`config.mk`:
```
export PLATFORM = sky130hd
export DESIGN_NAME = ehgu_fifo_arb
export DESIGN_NICKNAME = d
export VERILOG_FILES = /design/src/rtl/ehgu_fifo_arb.sv
export SDC_FILE = /design/constraint.sdc
export NUM_CORES = 1
export LEC_CHECK = 0
export CORE_MARGIN = 2
export CORE_UTILIZATION = 42
export CTS_CLUSTER_DIAMETER = 40
export DETAILED_ROUTE_END_ITERATION = 7
export PLACE_DENSITY = 0.88
export SYNTH_ARGS = -nofsm -noshare
export SYNTH_HDL_FRONTEND = slang
export SYNTH_SLANG_ARGS = --single-unit
export TNS_END_PERCENT = 1
```
`constraint.sdc`:
```
create_clock -name clk0 -period 4 [get_ports clk0]
set_input_delay 0.8 -clock clk0 [delete_from_list [all_inputs] [get_ports clk0]]
set_output_delay 0.8 -clock clk0 [all_outputs]
set_load 0.02 [all_outputs]
```
`src/rtl/ehgu_fifo_arb.sv`:
```
// ehgu_fifo_arb: round-robin burst arbiter letting NREQ requesters share one FIFO write port.
// Define EHGU_FIFO_ARB_CNT_EN to enable the saturating accepted-beat counter on beat_cnt.
module ehgu_fifo_arb #(
    parameter int NREQ      = 4,
    parameter int WIDTH     = 8,
    parameter int DEPTH     = 128,
    parameter int MAX_BURST = 4
) (
    input  logic                       clk0,
    input  logic                       wrstn,
    input  logic [NREQ-1:0]            req,
    input  logic [NREQ*WIDTH-1:0]      req_data,
    output logic [NREQ-1:0]            ack,
    input  logic                       fifo_pop,
    output logic                       fifo_en,
    output logic                       fifo_din_valid,
    output logic [WIDTH-1:0]           fifo_din,
    output logic [$clog2(DEPTH+1)-1:0] occupancy,
    output logic                       full,
    output logic                       empty,
    output logic                       underflow_err,
    output logic [15:0]                beat_cnt
);
    localparam int OW = $clog2(NREQ);
    localparam int BW = $clog2(MAX_BURST + 1);
    localparam int CW = $clog2(DEPTH + 1);
    typedef enum logic [1:0] {IDLE, BURST, FULL_WAIT} state_t;
    state_t        state_q, state_d;
    logic [OW-1:0] owner_q, owner_d, last_q, last_d, pick, cand;
    logic [BW-1:0] bcnt_q, bcnt_d;
    logic [CW-1:0] occ_q, occ_d;
    logic          udf_q, udf_d, found, own_req, accept, pop_ok;

    assign own_req        = req[owner_q];
    assign full           = occ_q == CW'(DEPTH);
    assign empty          = occ_q == '0;
    assign accept         = state_q == BURST && own_req && !full;
    assign pop_ok         = fifo_pop && !empty;
    assign occupancy      = occ_q;
    assign underflow_err  = udf_q;
    assign fifo_din_valid = accept;
    assign fifo_din       = accept ? req_data[owner_q*WIDTH +: WIDTH] : '0;
    assign fifo_en        = state_q != IDLE || !empty;
    assign udf_d          = udf_q | (fifo_pop & empty);
    assign occ_d          = (accept && !pop_ok) ? occ_q + 1'b1 :
                            (pop_ok && !accept) ? occ_q - 1'b1 : occ_q;

    always_comb begin
        ack          = '0;
        ack[owner_q] = accept;
    end

    // first requester after the previous owner wins
    always_comb begin
        pick  = '0;
        cand  = '0;
        found = 1'b0;
        for (int k = 1; k <= NREQ; k++) begin
            cand = OW'((int'(last_q) + k) % NREQ);
            if (!found && req[cand]) begin
                pick  = cand;
                found = 1'b1;
            end
        end
    end

    always_comb begin
        state_d = state_q;
        owner_d = owner_q;
        last_d  = last_q;
        bcnt_d  = bcnt_q;
        case (state_q)
            IDLE: begin
                if (found && !full) begin
                    state_d = BURST;
                    owner_d = pick;
                    bcnt_d  = '0;
                end
            end
            BURST: begin
                if (!own_req) begin
                    state_d = IDLE;
                    last_d  = owner_q;
                end else if (full) begin
                    state_d = FULL_WAIT;
                end else begin
                    bcnt_d = bcnt_q + 1'b1;
                    if (bcnt_q == BW'(MAX_BURST - 1)) begin
                        state_d = IDLE;
                        last_d  = owner_q;
                    end
                end
            end
            FULL_WAIT: begin
                if (!own_req) begin
                    state_d = IDLE;
                    last_d  = owner_q;
                end else if (!full) begin
                    state_d = BURST;
                end
            end
            default: state_d = IDLE;
        endcase
    end

    always_ff @(posedge clk0 or negedge wrstn) begin
        if (!wrstn) begin
            state_q <= IDLE;
            owner_q <= '0;
            last_q  <= OW'(NREQ - 1);
            bcnt_q  <= '0;
            occ_q   <= '0;
            udf_q   <= 1'b0;
        end else begin
            state_q <= state_d;
            owner_q <= owner_d;
            last_q  <= last_d;
            bcnt_q  <= bcnt_d;
            occ_q   <= occ_d;
            udf_q   <= udf_d;
        end
    end

`ifdef EHGU_FIFO_ARB_CNT_EN
    logic [15:0] cnt_q, cnt_d;
    assign cnt_d    = (accept && cnt_q != 16'hFFFF) ? cnt_q + 1'b1 : cnt_q;
    assign beat_cnt = cnt_q;
    always_ff @(posedge clk0 or negedge wrstn) begin
        if (!wrstn) cnt_q <= '0;
        else        cnt_q <= cnt_d;
    end
`else
    assign beat_cnt = '0;
`endif
endmodule

```
==> metrics <==
status=finished, final reports clean; Synth top area share=0.235; critical register-to-register path startpoint=occupancy[0]$_DFFE_PN0P_; achievable frequency=0.266 GHz; Post-CTS Hold Fix Bufs=0; # setup viols final=0; max-slew violations=0; Core ar.=3940 um^2; CP arrival=2.96 ns; Final Cycle Share=0.940; hold endpoint=underflow_err$_DFF_PN0_; register bit count reported by yosys=18; post-synthesis adder-cell area fraction=0.107; xor/xnor share of the synthesized area=0.0360; global-route wire length before repair=6.77 mm; latest clock arrival within the worst-skew pair=0.25 ns; 1st-iter DRT viols=67; Clock transition at path regs=0.07 ns; Clock Skews=0.00840 ns; share of layout cells above drive strength 1=0.0988; vias in the first global route=1,565; die area=4580 um^2; synth warn=0; largest family of logic cells by synthesized area=simple AND/OR/NAND/NOR gates; maximum vdd ir drop=0.509 mV; CP most frequent cell=clkdlybuf4s50_1; CTS tree=built; CTS resizes=0; slowest stage delay, CP=0.57 ns; diode count=0; Longest Clk Path Bufs=2; register area share after synthesis=0.266; Worst Tran Pin Value=0.789 ns; Pleak=1.01 nW; DP HPWL=3.34 mm; Avg Vias per Cell=5.31; CP Capture Type=primary output; GRT Overall Usage=0.194; Slew headroom=0.472; Die Y=67.7 um; DR vias=1,556; Critical Path Slowest Stage Cell=mux4_2; MaxCap Viol Count=0; dominant cells by area after synthesis=dfrtp_1 23%, mux4_2 12%, ha_1 9.5%, buf_4 7.0%, nand2_1 3.5%; largest net degree at the start of global routing=19; Simple-Gate Fraction of Synth Area=0.177; Register-to-Register Path Depth=12; total CTS buffers=3; gpl congestion=0.907; Yosys top cell by area=dfrtp_1; drt total wl=4.19 mm; worst-path fanout max=11; row cnt=23; kind of critical path=in -> out; Fin. Hold Viols=0; synthesized area=1700 um^2; antenna violations before repair=0; root buffer cell=clkbuf_8; starting density of the core=0.432; DRC viols=0; CP cell instances=clkdlybuf4s50_1 > mux4_2 > nand3_1 > inv_1 > buf_4 > and3_1 > clkdlybuf4s50_1; Setup TNS=0 ns; CTS sink count=18; Post-CTS Setup Repair Bufs=0; Syn Inst Count=180; Worst Path Required=3.20 ns; Hold Path Depth=1; # port buffers=63; worst hold path type=reg -> reg; Yosys cell types=39; num ports=80; RSZ-0062 raised after global routing=no; crit start category=primary input; Final Instance Area=2370 um^2; reg-to-reg setup timing slack=0.66 ns; WL/cell=14.3 um; CTS HTree Levels=1; worst hold start=underflow_err$_DFF_PN0_; average size of a mapped cell=9.47 um^2; first drt pass iteration count=4; nets=297; FF-to-FF End=occupancy[6]$_DFFE_PN0P_; pwr/cell area=784 nW/um^2; GRT overflow=0; Die W=67.7 um; Syn-to-layout area delta=39.1%; ANT nets after route=0; DP Area=2330 um^2; Compound-Gate Fraction of Synth Area=0.138; mux share of post-synthesis cell area=0.170; fin crit period=3.76 ns
[cell usage in the layout, fill, tap and decap left out, types with 2 or more instances in the layout]
| master | synthesis | routed |
|---|---|---|
| a21o_1 | 6 | 6 |
| ha_1 | 13 | 13 |
| nand2b_1 | 2 | 2 |
| inv_1 | 7 | 7 |
| and2_1 | 8 | 8 |
| mux2i_1 | 2 | 2 |
| and3_1 | 2 | 2 |
| mux2_2 | 3 | 3 |
| nor2_1 | 9 | 9 |
| dfstp_2 | 2 | 2 |
| mux2_1 | 3 | 3 |
| xor2_1 | 3 | 3 |
| o21ai_0 | 9 | 9 |
| dfrtp_1 | 16 | 16 |
| nor2b_1 | 2 | 2 |
| buf_4 | 16 | 3 |
| nand2_1 | 16 | 16 |
| nor3_1 | 5 | 5 |
| clkbuf_8 | 0 | 3 |
| a22o_1 | 3 | 3 |
| clkdlybuf4s50_1 | 0 | 63 |
| a21oi_1 | 9 | 9 |
| a211oi_1 | 3 | 3 |
| nand3_1 | 7 | 7 |
| nor3b_1 | 3 | 3 |
| conb_1 | 1 | 16 |
| xnor2_1 | 4 | 4 |
| mux4_2 | 9 | 9 |
[layer usage]
layer / wire length (um) / vias up / global-route usage / share of wire
li1: - / 744 / - / -
met1: 1720 / 745 / 0.217 / 0.41
met2: 2020 / 63 / 0.363 / 0.48
met3: 411 / 4 / 0.0417 / 0.098
met4: 34 / 0 / 0.0561 / 0.0081
met5: 0 / - / 0 / 0
[synthesized netlist by cell type]
cell type	n
buf_6	1
o21bai_1	1
dfstp_2	2
nand2_1	16
nor3_1	5
nor4b_1	1
and3_1	2
fa_1	1
mux4_2	9
dfrtp_1	16
nand3_1	7
a21o_1	6
a22o_1	3
mux2_1	3
o21ai_0	9
o22a_1	1
nand2b_1	2
or4b_2	1
nand2_2	1
nor2_1	9
a211oi_2	1
and2_1	8
nor4_2	1
conb_1	1
o22ai_1	1
xor2_1	3
a21oi_1	9
clkbuf_1	5
nor3b_1	3
mux2i_1	2
a211oi_1	3
a21boi_1	1
a2bb2oi_1	1
nor2b_1	2
inv_1	7
ha_1	13
mux2_2	3
xnor2_1	4
buf_4	16
[final cells by class]
type                       count  area, um^2
timing repair buffer          66         653
multi-input combinational    148        1130
inverter                       7        26.3
clock buffer                   4        45.0
fill                         350        1570
sequential                    18         453
tap                           50        62.6
[worst max-delay path: cells and delay by family]
| kind | cells | cell delay, ns |
|---|---|---|
| buffers and inverters | 4 | 1.26 |
| AND/OR/NAND/NOR | 2 | 0.33 |
| multiplexers | 1 | 0.57 |
[metrics by stage]
| stage | worst slack, ns | std cells | util | power [W] | hold slack, ns |
|---|---|---|---|---|---|
| 2_1_floorplan | 0.509 | 195 | - | 0.00132 | 0.473 |
| 3_3_place_gp | 0.204 | 289 | 0.590 | 0.00169 | 0.440 |
| 3_5_place_dp | 0.124 | 289 | 0.590 | 0.00172 | 0.450 |
| 4_1_cts | 0.244 | 293 | 0.601 | 0.00187 | 0.474 |
| 5_1_grt | 0.137 | 293 | 0.601 | 0.00202 | 0.508 |
| 6_report | 0.238 | 293 | 0.601 | 0.00186 | 0.466 |
[how the worst max path moves through the flow]
stage | cells after the start | to | start
after global placement | 12 | occupancy[6]$_DFFE_PN0P_ | req[3]
after global routing | 7 | ack[3] | req[3]
after floorplan | 12 | occupancy[6]$_DFFE_PN0P_ | req[3]
after detailed placement | 12 | occupancy[6]$_DFFE_PN0P_ | req[3]
after CTS | 7 | ack[3] | req[3]
final | 7 | ack[3] | req[3]
[power breakdown]
part	switching [W]	internal, W	total [W]
clock	0.0000577	0.0000706	0.000128
sequential	0.000123	0.000282	0.000405
combinational	0.000650	0.000675	0.00133
[state kept, by name, summed over array words and instances (netlist names)]
signal and cells:
last_q 2, owner_q 2, occupancy 8, state_q 2, bcnt_q 3, underflow_err 1
[kinds of logic after synthesis]
| kind of cell | Yosys count |
|---|---|
| other | 1 |
| buffers and inverters | 29 |
| AOI/OAI and AO/OA | 36 |
| xor gates and xnor gates | 7 |
| DFF | 18 |
| adders and majority gates | 14 |
| muxes | 17 |
| and+or+nand+nor | 58 |
No activity file was read; power rests on OpenSTA's default activity.
==> variant 1 (config.mk and constraints unchanged) <==
Set the parameter `DEPTH` to 256 (it was 128).
--- a/src/rtl/ehgu_fifo_arb.sv
+++ b/src/rtl/ehgu_fifo_arb.sv
@@ -4,5 +4,5 @@
     parameter int NREQ      = 4,
     parameter int WIDTH     = 8,
-    parameter int DEPTH     = 128,
+    parameter int DEPTH     = 256,
     parameter int MAX_BURST = 4
 ) (
Ports: changed (resized occupancy); port bits go from 80 to 81. The function was not compared with the original's and may differ.
==> variant 1 against the unedited design <==
  * Synthesized area rose by 6.6%
  * Setup slack improved by 6.2 ps
  * Power rose by 4.2%
  * Die area rose by 6.2%
  * Cell area rose by 5.9%
  * Sequential cell count rose by 1
  * Sequential power rose by 5%
  * Routed wire length rose by 6.2%
  * Fmax rose by 0.17%
  * Largest cell class unchanged
==> variant 1: results (changes against the unedited design) <==
yosys:
  synth.top_cells.by_area: "dfrtp_1 23%, mux4_2 11%, ha_1 10%"
  yosysSeqAreaShare_pct: 26.3  # -0.27 points
  synth_top_area_share_pct: 23.4  # -0.079 points
  synth_cell_types: 47  # +21%
  synth-warning-count: 0  # unchanged
drt:
  wl_per_cell_um: 14.4  # +0.69%
  wl_met1_mm: 1.89  # +10%
  wl_met2_mm: 2.20  # +8.6%
  via_per_inst: 5.36  # +0.98%
global_route:
  grt_start_max_net_pins: 20  # +1
  use_met3_pct: 2.47  # -1.7 points
  met1_usage_pct: 23.0  # +1.3 points
  grt_usage_pct: 18.4  # -0.97 points
  grt_use_met2_pct: 31.7  # -4.5 points
  grt_pass1_wl_mm: 7.32  # +8.2%
place:
  dp_hpwl_mm: 3.70  # +11%
  place_area_um2: 2460  # +5.9%
  io_buffer_count: 64  # +1.6%
  gp_congestion: 0.943  # +3.9%
final_layout:
  largest_reg_flops: 9  # +1
  final_nets: 315  # +6.1%
  drive_gt1_share_pct: 12.0  # +2.1 points
power:
  power.leakage_nw: 1.07  # +6.0%
  vdd_drop_max_mv: 0.525  # +3.2%
outcome:
  status: "complete, no violations"
timing:
  finClkSkew_ps: 3.10  # -5.30 ps
setup_path:
  cp_max_fo: 15  # +4
  crit_start: "req[3]"
==> variant 1: final timing paths <==
path,to,slack [ps],depth (start not counted)
max in group asynchronous,bcnt_q[1],2470,1
max,ack[3],240,7
min reg2reg,underflow_err,470,1
min in group asynchronous,occupancy[2],1020,1
max reg2reg,occupancy[8],660,13
min,underflow_err,470,1
==> variant 1: layout make-up <==
cell class	instances	area [um^2]
Fill cell	339	1580
Sequential cell	19	478
Inverter	12	45.0
Clock inverter	1	5.00
Clock buffer	3	41.3
Timing Repair Buffer	69	678
Tap cell	50	62.6
Multi-Input combinational cell	155	1200
==> variant 1: logic make-up (layout without fill, tap and decap cells) <==
logic type	after synthesis	in the layout	synth area share, %
AND/OR/NAND/NOR	58	58	17.6
AO/OA/AOI/OAI	43	43	15.5
buffers and inverters	34	85	10.7
flip-flops	19	19	26.3
adder cells (fa/ha/maj)	16	16	11.4
multiplexers	16	16	15.4
XOR/XNOR	6	6	2.89
other	1	16	0.206
==> variant 1: metrics by stage <==
step / worst slack, ps / power, W / std cells
4_1_cts: 248 / 0.00195 / 309
3_5_place_dp: 145 / 0.00181 / 305
3_3_place_gp: 232 / 0.00177 / 305
6_report: 245 / 0.00194 / 309
2_1_floorplan: 306 / 0.00138 / 208
5_1_grt: 167 / 0.00211 / 309
==> variant 1: power breakdown <==
group	internal, W	total [W]	switching (W)
clock network	0.0000691	0.000129	0.0000597
logic	0.000700	0.00138	0.000683
registers	0.000296	0.000424	0.000128
total	0.00107	0.00194	0.000871
==> variant 1: worst register-to-register path, stage by stage (launching register included) <==
cell,delay (ps)
dfrtp_1,430
nor4_1,530
nand3_2,270
nand3_2,200
inv_2,60
ha_1,210
inv_1,80
buf_4,150
ha_1,260
a21oi_1,210
a21oi_1,120
a2111oi_0,460
a211oi_1,120
xnor2_1,140
==> variant 2 (same flow settings) <==
Made on the original files. Re-encode `state_t` (3 states) as one-hot, 3 bits wide.
--- a/src/rtl/ehgu_fifo_arb.sv
+++ b/src/rtl/ehgu_fifo_arb.sv
@@ -25,5 +25,5 @@
     localparam int BW = $clog2(MAX_BURST + 1);
     localparam int CW = $clog2(DEPTH + 1);
-    typedef enum logic [1:0] {IDLE, BURST, FULL_WAIT} state_t;
+    typedef enum logic [2:0] {IDLE = 3'b001, BURST = 3'b010, FULL_WAIT = 3'b100} state_t;
     state_t        state_q, state_d;
     logic [OW-1:0] owner_q, owner_d, last_q, last_d, pick, cand;
Formal check against the unedited RTL: same outputs for any inputs over 4 cycles, from zero or initial values and one cycle with wrstn low; so few cycles prove little.
==> variant 2 against the unedited design <==
  * Non-clock buffer count fell by 1
  * Sequential cell count rose by 1
  * Final cell count fell by 1.7%
  * Combinational power fell by 21%
  * Setup slack improved by 110 ps
  * Cell area rose by 1.6%
  * Clock skew fell by 6.5 ps
  * Sequential share of layout area rose by 0.79 points
  * Routed wire length rose by 0.24%
  * Synthesized area rose by 2.3%
  * Power fell by 13%
  * Critical path type unchanged
  * Critical endpoint is now ack[2]
  * Highest routed layer is now met3
==> variant 2: results (changes against the unedited design) <==
outcome:
  status: "complete, no violations"
yosys:
  yosys.area_share.xor_xnor_pct: 2.51  # -1.1 points
  synth_cell_types: 48  # +23%
  synth.top_cells.by_area: "dfrtp_1 23%, mux4_2 12%, buf_4 7.3%"
  synthAdderAreaFrac_pct: 8.33  # -2.4 points
  synthMuxAreaShare_pct: 18.6  # +1.6 points
  synth_common_cells: "17 x buf_4, 16 x dfrtp_1, 11 x a21oi_1"
  yosysSeqAreaShare_pct: 27.5  # +0.92 points
  synth_compound_area_share_pct: 13.6  # -0.24 points
drt:
  via_per_inst: 5.32  # +0.10%
  first_iter_violations: 41  # -39%
  wl_per_cell_um: 14.6  # +2.0%
final_layout:
  buf_share_pct: 26.8  # -0.74 points
  register_area_um2: 479  # +5.8%
  final_nets: 289  # -2.7%
  drive_gt1_share_pct: 12.6  # +2.7 points
  nonClockInverterCount: 8  # +1
  final.fill_count: 361  # +3.1%
  buffers: 65  # -1.5%
  clkCellAreaFrac_pct: 1.87  # -0.030 points
  multi_input_gates: 142  # -4.1%
setup_path:
  cp_max_fo: 14  # +3
  worstPathArrival_ps: 2850  # -110 ps
  crit_path_end: "ack[2]"
  rr_startpoint: "occupancy[5]"
  slowest_delay_ps: 630  # +60 ps
  r2r_setup_slack_ps: 490  # -170 ps
  regToRegEndpoint: "occupancy[7]"
  r2r_cells: 10  # -2
global_route:
  grt_usage_pct: 18.3  # -1.0 points
  grt_pass1_wl_mm: 6.58  # -2.9%
  grt_start_max_net_pins: 20  # +1
  grt_pass1_vias: 1502  # -4.0%
min_path:
  min_from: "underflow_err"
place:
  gp_congestion: 0.893  # -1.6%
  dp_hpwl_mm: 3.46  # +3.6%
  place_ws_ps: 85.2  # -39.0 ps
clocking:
  cts_sinks: 19  # +1
power:
  vdd_drop_max_mv: 0.434  # -15%
timing:
  hold_slack_ps: 486  # +20.6 ps
variant 2: changes by cell type after synthesis, sizes merged, moves of 5 or more:
cell and delta:
and2 -8, nor2b +8, nand2 -7, nand3 -5
variant 2: routing by layer:
| metal | wire (um) | track usage [%] | up-vias |
|---|---|---|---|
| met1 | 1610 | 19.4 | 733 |
| met4 | 0 | 4.50 | 0 |
| met5 | 0 | 0 | - |
| met2 | 2220 | 36.3 | 61 |
| met3 | 369 | 3.62 | 0 |
| li1 | - | - | 737 |
variant 2: stage by stage:
| step | cell area (um^2) | total power (W) | std cells |
|---|---|---|---|
| 4_1_cts | 2410 | 0.00162 | 288 |
| 6_report | 2410 | 0.00161 | 288 |
| 5_1_grt | 2410 | 0.00174 | 288 |
| 3_5_place_dp | 2360 | 0.00148 | 284 |
| 2_1_floorplan | 1800 | 0.00117 | 190 |
| 3_3_place_gp | 2360 | 0.00145 | 284 |
variant 2: where the power goes:
part	switching (W)	internal [W]
sequential	0.000134	0.000290
clock	0.0000598	0.0000707
combinational	0.000504	0.000548
